### src/rtl/pong_match_sequencer.sv
// Match-level Pong controller: STARTUP/SERVE/PLAY/POINT/OVER phases, scores, ball arming.
// All outputs are registered (1 cycle after trigger); optional serve blink via PONG_SERVE_BLINK_EN.
module pong_match_sequencer #(
  parameter int WIN_SCORE    = 11,
  parameter int SERVE_FRAMES = 60,
  parameter int POINT_FRAMES = 30,
  parameter int BLINK_FRAMES = 8
) (
  input  logic       clk_0,
  input  logic       rst,
  input  logic       frame_tick,
  input  logic       key_any,
  input  logic       miss_left,
  input  logic       miss_right,
  output logic       game_startup,
  output logic       game_over,
  output logic       sq_shown,
  output logic [3:0] score_p1,
  output logic [3:0] score_p2,
  output logic       play_en,
  output logic       ball_reset,
  output logic       serve_dir
);

  typedef enum logic [2:0] {S_STARTUP, S_SERVE, S_PLAY, S_POINT, S_OVER} state_t;

  localparam logic [7:0] SERVE_N = 8'(SERVE_FRAMES);
  localparam logic [7:0] POINT_N = 8'(POINT_FRAMES);
  localparam logic [3:0] WIN_N   = 4'(WIN_SCORE);

  state_t     state, state_nxt;
  logic       key_q;
  logic       key_press;
  logic       serve_entry;
  logic [7:0] frame_cnt, frame_cnt_nxt;
  logic [3:0] p1_nxt, p2_nxt;
  logic       dir_nxt, br_nxt, sq_nxt;
  logic       blink_flip;

  assign key_press = key_any & ~key_q;

  always_comb begin
    state_nxt     = state;
    frame_cnt_nxt = frame_cnt;
    p1_nxt        = score_p1;
    p2_nxt        = score_p2;
    dir_nxt       = serve_dir;
    br_nxt        = 1'b0;
    serve_entry   = 1'b0;
    case (state)
      S_STARTUP: begin
        if (key_press) begin
          p1_nxt        = 4'd0;
          p2_nxt        = 4'd0;
          dir_nxt       = 1'b0;
          br_nxt        = 1'b1;
          frame_cnt_nxt = 8'd0;
          serve_entry   = 1'b1;
          state_nxt     = S_SERVE;
        end
      end
      S_SERVE: begin
        if (frame_tick) begin
          frame_cnt_nxt = frame_cnt + 8'd1;
          if (frame_cnt_nxt == SERVE_N) state_nxt = S_PLAY;
        end
      end
      S_PLAY: begin
        // miss_right has priority when both misses land together
        if (miss_right) begin
          p1_nxt        = score_p1 + 4'd1;
          dir_nxt       = 1'b1;
          frame_cnt_nxt = 8'd0;
          state_nxt     = S_POINT;
        end else if (miss_left) begin
          p2_nxt        = score_p2 + 4'd1;
          dir_nxt       = 1'b0;
          frame_cnt_nxt = 8'd0;
          state_nxt     = S_POINT;
        end
      end
      S_POINT: begin
        if (frame_tick) begin
          frame_cnt_nxt = frame_cnt + 8'd1;
          if (frame_cnt_nxt == POINT_N) begin
            if (score_p1 == WIN_N || score_p2 == WIN_N) begin
              state_nxt = S_OVER;
            end else begin
              br_nxt        = 1'b1;
              frame_cnt_nxt = 8'd0;
              serve_entry   = 1'b1;
              state_nxt     = S_SERVE;
            end
          end
        end
      end
      S_OVER: begin
        if (key_press) state_nxt = S_STARTUP;
      end
      default: state_nxt = S_STARTUP;
    endcase

    sq_nxt = (state_nxt == S_SERVE) || (state_nxt == S_PLAY);
    if (state_nxt == S_SERVE && !serve_entry) sq_nxt = sq_shown ^ blink_flip;
  end

`ifdef PONG_SERVE_BLINK_EN
  localparam logic [7:0] BLINK_N = 8'(BLINK_FRAMES);
  logic [7:0] blink_cnt, blink_cnt_nxt;

  always_comb begin
    blink_cnt_nxt = blink_cnt;
    blink_flip    = 1'b0;
    if (serve_entry) begin
      blink_cnt_nxt = 8'd0;
    end else if (state == S_SERVE && frame_tick) begin
      blink_cnt_nxt = blink_cnt + 8'd1;
      if (blink_cnt_nxt == BLINK_N) begin
        blink_cnt_nxt = 8'd0;
        blink_flip    = 1'b1;
      end
    end
  end

  always_ff @(posedge clk_0) begin
    if (!rst) blink_cnt <= 8'd0;
    else      blink_cnt <= blink_cnt_nxt;
  end
`else
  assign blink_flip = 1'b0;
`endif

  always_ff @(posedge clk_0) begin
    if (!rst) begin
      state        <= S_STARTUP;
      key_q        <= 1'b1;
      frame_cnt    <= 8'd0;
      score_p1     <= 4'd0;
      score_p2     <= 4'd0;
      serve_dir    <= 1'b0;
      ball_reset   <= 1'b0;
      sq_shown     <= 1'b0;
      play_en      <= 1'b0;
      game_startup <= 1'b1;
      game_over    <= 1'b0;
    end else begin
      state        <= state_nxt;
      key_q        <= key_any;
      frame_cnt    <= frame_cnt_nxt;
      score_p1     <= p1_nxt;
      score_p2     <= p2_nxt;
      serve_dir    <= dir_nxt;
      ball_reset   <= br_nxt;
      sq_shown     <= sq_nxt;
      play_en      <= (state_nxt == S_PLAY);
      game_startup <= (state_nxt == S_STARTUP);
      game_over    <= (state_nxt == S_OVER);
    end
  end

endmodule

### config.mk
export PLATFORM = sky130hd
export DESIGN_NAME = pong_match_sequencer
export DESIGN_NICKNAME = d
export VERILOG_FILES = /design/src/rtl/pong_match_sequencer.sv
export SDC_FILE = /design/constraint.sdc
export NUM_CORES = 1
export LEC_CHECK = 0
export CAP_MARGIN = 20
export CORE_ASPECT_RATIO = 0.75
export CORE_MARGIN = 2
export CORE_UTILIZATION = 48
export CTS_BUF_LIST = sky130_fd_sc_hd__clkbuf_16
export CTS_CLUSTER_SIZE = 24
export DETAILED_ROUTE_END_ITERATION = 10
export GPL_TIMING_DRIVEN = 0
export HOLD_SLACK_MARGIN = 0.15
export PLACE_DENSITY = 0.84
export SETUP_SLACK_MARGIN = 0.2
export SKIP_LAST_GASP = 1
export SLEW_MARGIN = 20
export SYNTH_ARGS = -nofsm -noshare
export SYNTH_HDL_FRONTEND = slang
export SYNTH_SLANG_ARGS = --single-unit
### constraint.sdc
create_clock -name clk_0 -period 1.85 [get_ports clk_0]
set_input_delay 0.555 -clock clk_0 [delete_from_list [all_inputs] [get_ports clk_0]]
set_output_delay 0.555 -clock clk_0 [all_outputs]
set_load 0.01 [all_outputs]
==> flow_summary.json, run 1 <==
{
  "holdBufCountCts": 0,
  "nFillCells": 170,
  "syn_nets": 174,
  "cts_made_buffers": 3,
  "wl_per_cell_um": 18.9,
  "worstPathMaxFanout": 8,
  "grt_max_degree": 15,
  "cts_max_path_buffers": 2,
  "place_congestion": 0.857,
  "die_w_um": 66.6,
  "hpwl_um": 2400,
  "die_y_um": 50.9,
  "hold_ws_ns": 0.514,
  "root_buffer": "clkbuf_16",
  "final_area_um2": 2090,
  "die-area_um2": 3390,
  "finalHoldViolCount": 0,
  "multi_input_area_um2": 1100,
  "rsz0062_at_grt": "true",
  "yosys-top-cells-area": "dfxtp_1 37%, ha_1 4.4%, and2_1 4.0%",
  "viasPerCell": 6.27,
  "power.density_nw_per_um2": 578,
  "fin_setup_tns_ns": -0.228,
  "finalCriticalPeriod_ns": 1.91,
  "cpPeakStageDelay_ns": 0.43,
  "dpl_cell_area_um2": 1730,
  "tightest_slew_ns": 0.396,
  "portBuffers": 19,
  "critPathBufInv": 0,
  "yosys.area.top_type_share_pct": 36.9,
  "maxSlewHeadroom_pct": 73.5,
  "wirelength_um": 4490,
  "setup_viol": 6,
  "yosysWarningCount": 0,
  "overflow": 0,
  "dr.pass1.iters": 4,
  "antenna_left": 0,
  "crit_family": "compound AO/OA/AOI/OAI gates",
  "cts-htree-levels": 1,
  "slew_violations": 0,
  "drt_iter0_markers": 109,
  "diodes": 0,
  "synth.distinct_cells": 47,
  "finalWorstSetupSlack_ns": -0.0612,
  "synth_area_per_cell_um2": 8.64,
  "async_reset_ff_share_pct": 0,
  "cp_data_arrival_time_ns": 2.09,
  "path_cells": "ha_2 -> nand4bb_4 -> a311oi_2 -> nor3_1 -> a221o_1 -> o31ai_1",
  "syn2layout_area_growth_pct": 48.5,
  "ys_ff_latch": 26,
  "clkSlewWorstSetupHoldPaths_ns": 0.06,
  "cp-end-kind": "flip-flop",
  "vias": 1485,
  "fin_nets": 213,
  "violations": "negative setup slack",
  "critPathSlowestCell": "dfxtp_4",
  "initial_core_util_pct": 52.1,
  "yosysSeqAreaShare_pct": 36.9,
  "synthCells": 163,
  "track_usage_pct": 27.6,
  "regArea_um2": 549,
  "critPathLaunchType": "flip-flop",
  "cts_tree": "done",
  "fmax_ghz": 0.523,
  "io_pins": 20,
  "outcome": "complete, but fails checks",
  "grt_pass1_wl_um": 6940,
  "num_rows": 16,
  "hold_path.class": "flip-flop to flip-flop",
  "drc": 0,
  "finalCritPeriodShare_pct": 103,
  "yosysTopAreaCell": "dfxtp_1",
  "grt_pass1_vias": 1422,
  "fin_worst_skew_ns": 0.00354,
  "coreArea_um2": 2700,
  "clock-sinks": 26,
  "netlist_area_um2": 1410,
  "synth_ff_type": "dfxtp_1",
  "leakage_nw": 0.857,
  "cp.required_ns": 2.02,
  "vdd_drop_max_uv": 687,
  "antenna_found_initial": 0,
  "setup.worst_path.class": "flip-flop to flip-flop",
  "drive_gt1_share_pct": 34.3,
  "maxCapViolCount": 0,
  "final_cell_mix": "17 x dfxtp_1, 17 x dlygate4sd2_1, 15 x buf_4",
  "clock_latency_ns": 0.26,
  "synth-edff-count": 0
}
[metrics by stage]
step | power (mW) | setup slack [ns] | util [%] | instances
after global routing | 1.25 | -0.132 | 77.4 | 237
after detailed placement | 0.701 | -0.696 | 64.2 | 218
after floorplan | 0.659 | 0.0381 | - | 163
after global placement | 0.699 | -0.700 | 64.2 | 218
after CTS | 1.20 | -0.0145 | 74.9 | 236
final | 1.21 | -0.0612 | 77.4 | 237
[timing repair]
item	4_1_cts	5_1_grt
cloned	1	0
endpoints found under the setup margin	38	25
buffers inserted	13	1
pin swaps	23	4
resized for setup	49	14
[path summary, 6_finish.rpt]
path | to | cells past startpoint | startpoint | slack (ns)
worst min-delay path | score_p1[3]$_SDFFE_PN0P_ | 1 | score_p1[3]$_SDFFE_PN0P_ | 0.51
worst max-delay path | game_startup$_SDFF_PN1_ | 6 | frame_cnt[0]$_SDFFE_PN0P_ | -0.06
worst max register to register | game_startup$_SDFF_PN1_ | 6 | frame_cnt[0]$_SDFFE_PN0P_ | -0.06
worst min register to register | score_p1[3]$_SDFFE_PN0P_ | 1 | score_p1[3]$_SDFFE_PN0P_ | 0.51
[synthesized netlist by cell type (all sizes together) (2+ instances only)]
cell type and count:
a21o 5, a21oi 5, a22oi 2, and2 10, and3 4, clkbuf 3, dfxtp 26, ha 5
inv 5, mux2i 2, nand2 8, nand2b 6, nand3 6, nand4 3, nand4bb 3, nor2 14
nor2b 8, nor3 4, nor3b 3, nor4 3, o21ai 9, o22ai 3, o31ai 2, or2 2
xnor2 3
[area by class of cell]
cell class,count,area share [%]
Multi-Input combinational cell,129,52.6
Clock inverter,1,0.179
Tap cell,36,2.15
Buffer,4,1.08
Inverter,5,0.897
Timing Repair Buffer,33,13.2
Clock buffer,3,3.59
Sequential cell,26,26.3
[sequential cells by signal (all words and copies together), names as in the netlist]
register      cells
ball_reset        1
frame_cnt         8
game_over         1
game_startup      1
key_q             1
play_en           1
score_p1          4
score_p2          4
serve_dir         1
sq_shown          1
state             3
[routing by layer]
layer | wire (µm) | part of all wire (%) | global-route usage (%)
met4 | 136 | 3.0 | 11.9
met5 | 0 | 0 | 0
met1 | 1760 | 39 | 32.9
met3 | 393 | 8.8 | 7.93
met2 | 2200 | 49 | 46.2
[where the power goes]
group / switching [mW] / leakage (nW) / internal (mW)
registers: 0.0105 / 0.217 / 0.562
logic: 0.0860 / 0.601 / 0.0652
clock network: 0.195 / 0.0385 / 0.290
[kinds of logic after synthesis]
group	synth area share, %
simple gates	33.8
flops	36.9
buf+inv	2.40
fa+ha+maj	4.44
mux	1.42
compound gates	18.5
xor+xnor	2.49
Note: power is estimated with default switching activity, not from simulation.
==> inputs of run 2 (changes only) <==
Settings changed: SKIP_LAST_GASP 1 to default.
==> run 2 against run 1 <==
Compared with the run above:
- the flow still finishes with violations (negative setup slack)
- register-to-register slack about the same
- fmax down 0.46%
- die area unchanged
- final cell count unchanged
- design area up 0.42%
- via count down 1.1%
- hold slack worse by 0.00051 ns
- combinational power about the same
==> flow_summary.json, run 2 (synthesis gave the netlist of run 1 again) <==
{
  "outcome": "complete, but fails checks",
  "violations": "negative setup slack",
  "wirelength_um": 4510,
  "fmax_ghz": 0.521,
  "die-area_um2": 3390,
  "num_rows": 16,
  "clock_latency_ns": 0.26,
  "largest_reg_flops": 8,
  "cts_made_buffers": 3,
  "dr.pass1.iters": 5,
  "setup.worst_path.class": "flip-flop to flip-flop",
  "final_area_um2": 2100,
  "finalHoldViolCount": 0,
  "drive_gt1_share_pct": 34.8,
  "wl_per_cell_um": 19.0,
  "slew_violations": 0,
  "grt_max_degree": 15,
  "grt_pass1_vias": 1423,
  "setup_viol": 7,
  "diodes": 0,
  "final_cell_mix": "17 x dfxtp_1, 17 x dlygate4sd2_1, 14 x buf_4",
  "io_pins": 20,
  "portBuffers": 19,
  "top_register": "frame_cnt",
  "cts_max_path_buffers": 2,
  "fin_worst_skew_ns": 0.00446,
  "power_mw": 1.21,
  "place_congestion": 0.857,
  "cts-htree-levels": 1,
  "drt_iter0_markers": 112,
  "cp-end-kind": "flip-flop",
  "grt_pass1_wl_um": 6940,
  "power.density_nw_per_um2": 577,
  "finalCritPeriodShare_pct": 104,
  "vdd_drop_max_uv": 692,
  "leakage_nw": 0.860,
  "clkSlewWorstSetupHoldPaths_ns": 0.07,
  "p_comb_share_pct": 12.5,
  "finalWorstSetupSlack_ns": -0.0699,
  "holdBufCountCts": 0,
  "antenna_left": 0,
  "cp.required_ns": 2.01,
  "p_sw_share_pct": 24.3,
  "dpl_cell_area_um2": 1730,
  "syn2layout_area_growth_pct": 49.1,
  "tightest_slew_ns": 0.397,
  "maxCapViolCount": 0,
  "coreArea_um2": 2700,
  "rsz0062_at_grt": "true",
  "reg_top3": "frame_cnt: 8 flops, score_p1: 4 flops, score_p2: 4 flops",
  "finalCriticalPeriod_ns": 1.92,
  "p_sw_uw": 295,
  "root_buffer": "clkbuf_16",
  "hpwl_um": 2400,
  "track_usage_pct": 27.6,
  "vias": 1469,
  "seqPwrFrac_pct": 47.2,
  "die_y_um": 50.9,
  "maxSlewHeadroom_pct": 73.4,
  "die_w_um": 66.6,
  "antenna_found_initial": 0,
  "clkPwrFrac_pct": 40.2,
  "critPathLaunchType": "flip-flop",
  "initial_core_util_pct": 52.1,
  "internal_power_uw": 918,
  "cp_data_arrival_time_ns": 2.08,
  "overflow": 0,
  "worstPathMaxFanout": 8,
  "drc": 0,
  "hold_path.class": "flip-flop to flip-flop",
  "cts_tree": "done",
  "clock-sinks": 26,
  "viasPerCell": 6.20,
  "fin_nets": 213
}
run 2: changes by cell type in the layout (fill, tap and decap cells not counted):
cell     before  now
buf_6         0    1
o31ai_2       0    1
buf_4        15   14
o31ai_1       2    1
run 2: final timing paths:
kind	start	end	slack, ns	cells after the start
worst max-delay path	frame_cnt[0]$_SDFFE_PN0P_	frame_cnt[2]$_SDFFE_PN0P_	-0.07	7
worst min-delay path	score_p1[3]$_SDFFE_PN0P_	score_p1[3]$_SDFFE_PN0P_	0.51	1
worst max register to register	frame_cnt[0]$_SDFFE_PN0P_	frame_cnt[2]$_SDFFE_PN0P_	-0.07	7
worst min register to register	score_p1[3]$_SDFFE_PN0P_	score_p1[3]$_SDFFE_PN0P_	0.51	1
run 2: critical path, stage by stage (launching register included):
cell	delay (ns)
dfxtp_4	0.43
ha_1	0.18
nor2b_4	0.20
nand2_1	0.08
nand4bb_4	0.32
o211ai_4	0.30
o21ai_1	0.10
a21o_1	0.19
run 2: routing by layer:
metal  wire [µm]  up-vias  share of wire [%]  track usage, %
met1        1840      702                 41            32.9
met2        2190       81                 48            46.2
li1            -      670                  -               -
met4         128        0                2.8            11.9
met3         358       16                7.9            7.93
met5           0        -                  0               0
run 2: power by group through the flow:
stage / Sequential (mW) / Combinational (mW) / Clock, mW
finish: 0.573 / 0.152 / 0.488
global route: 0.573 / 0.163 / 0.511
CTS: 0.571 / 0.138 / 0.490
detailed placement: 0.587 / 0.115 / 0
global placement: 0.586 / 0.112 / 0
floorplan: 0.588 / 0.0705 / 0
run 2: timing repair:
| action | 4_1_cts | 5_1_grt |
|---|---|---|
| resized for setup | 50 | 15 |
| setup buffers | 13 | 1 |
| gates cloned | 1 | 0 |
| pin swaps | 24 | 4 |
| setup endpoints to repair | 38 | 25 |
run 2: cell type report:
class                   instances  area (µm²)
clock inverters                 1        3.75
plain buffers                   4        22.5
clock buffers                   3        75.1
repair buffers                 33         280
well taps                      36        45.0
inverters                       5        18.8
flip-flops and latches         26         549
multi-input cells             129        1110
fillers                       166         602
run 2: through the flow:
step / hold WS [ns] / TNS, ns / setup WS, ns / util [%] / instances
after floorplan: 0.484 / 0 / 0.0381 / - / 163
after global placement: 0.482 / -10.93 / -0.700 / 64.2 / 218
after detailed placement: 0.486 / -11.43 / -0.696 / 64.2 / 218
after CTS: 0.511 / -0.0228 / -0.0116 / 75.0 / 236
after global routing: 0.529 / -0.882 / -0.144 / 77.7 / 237
final: 0.513 / -0.336 / -0.0699 / 77.7 / 237
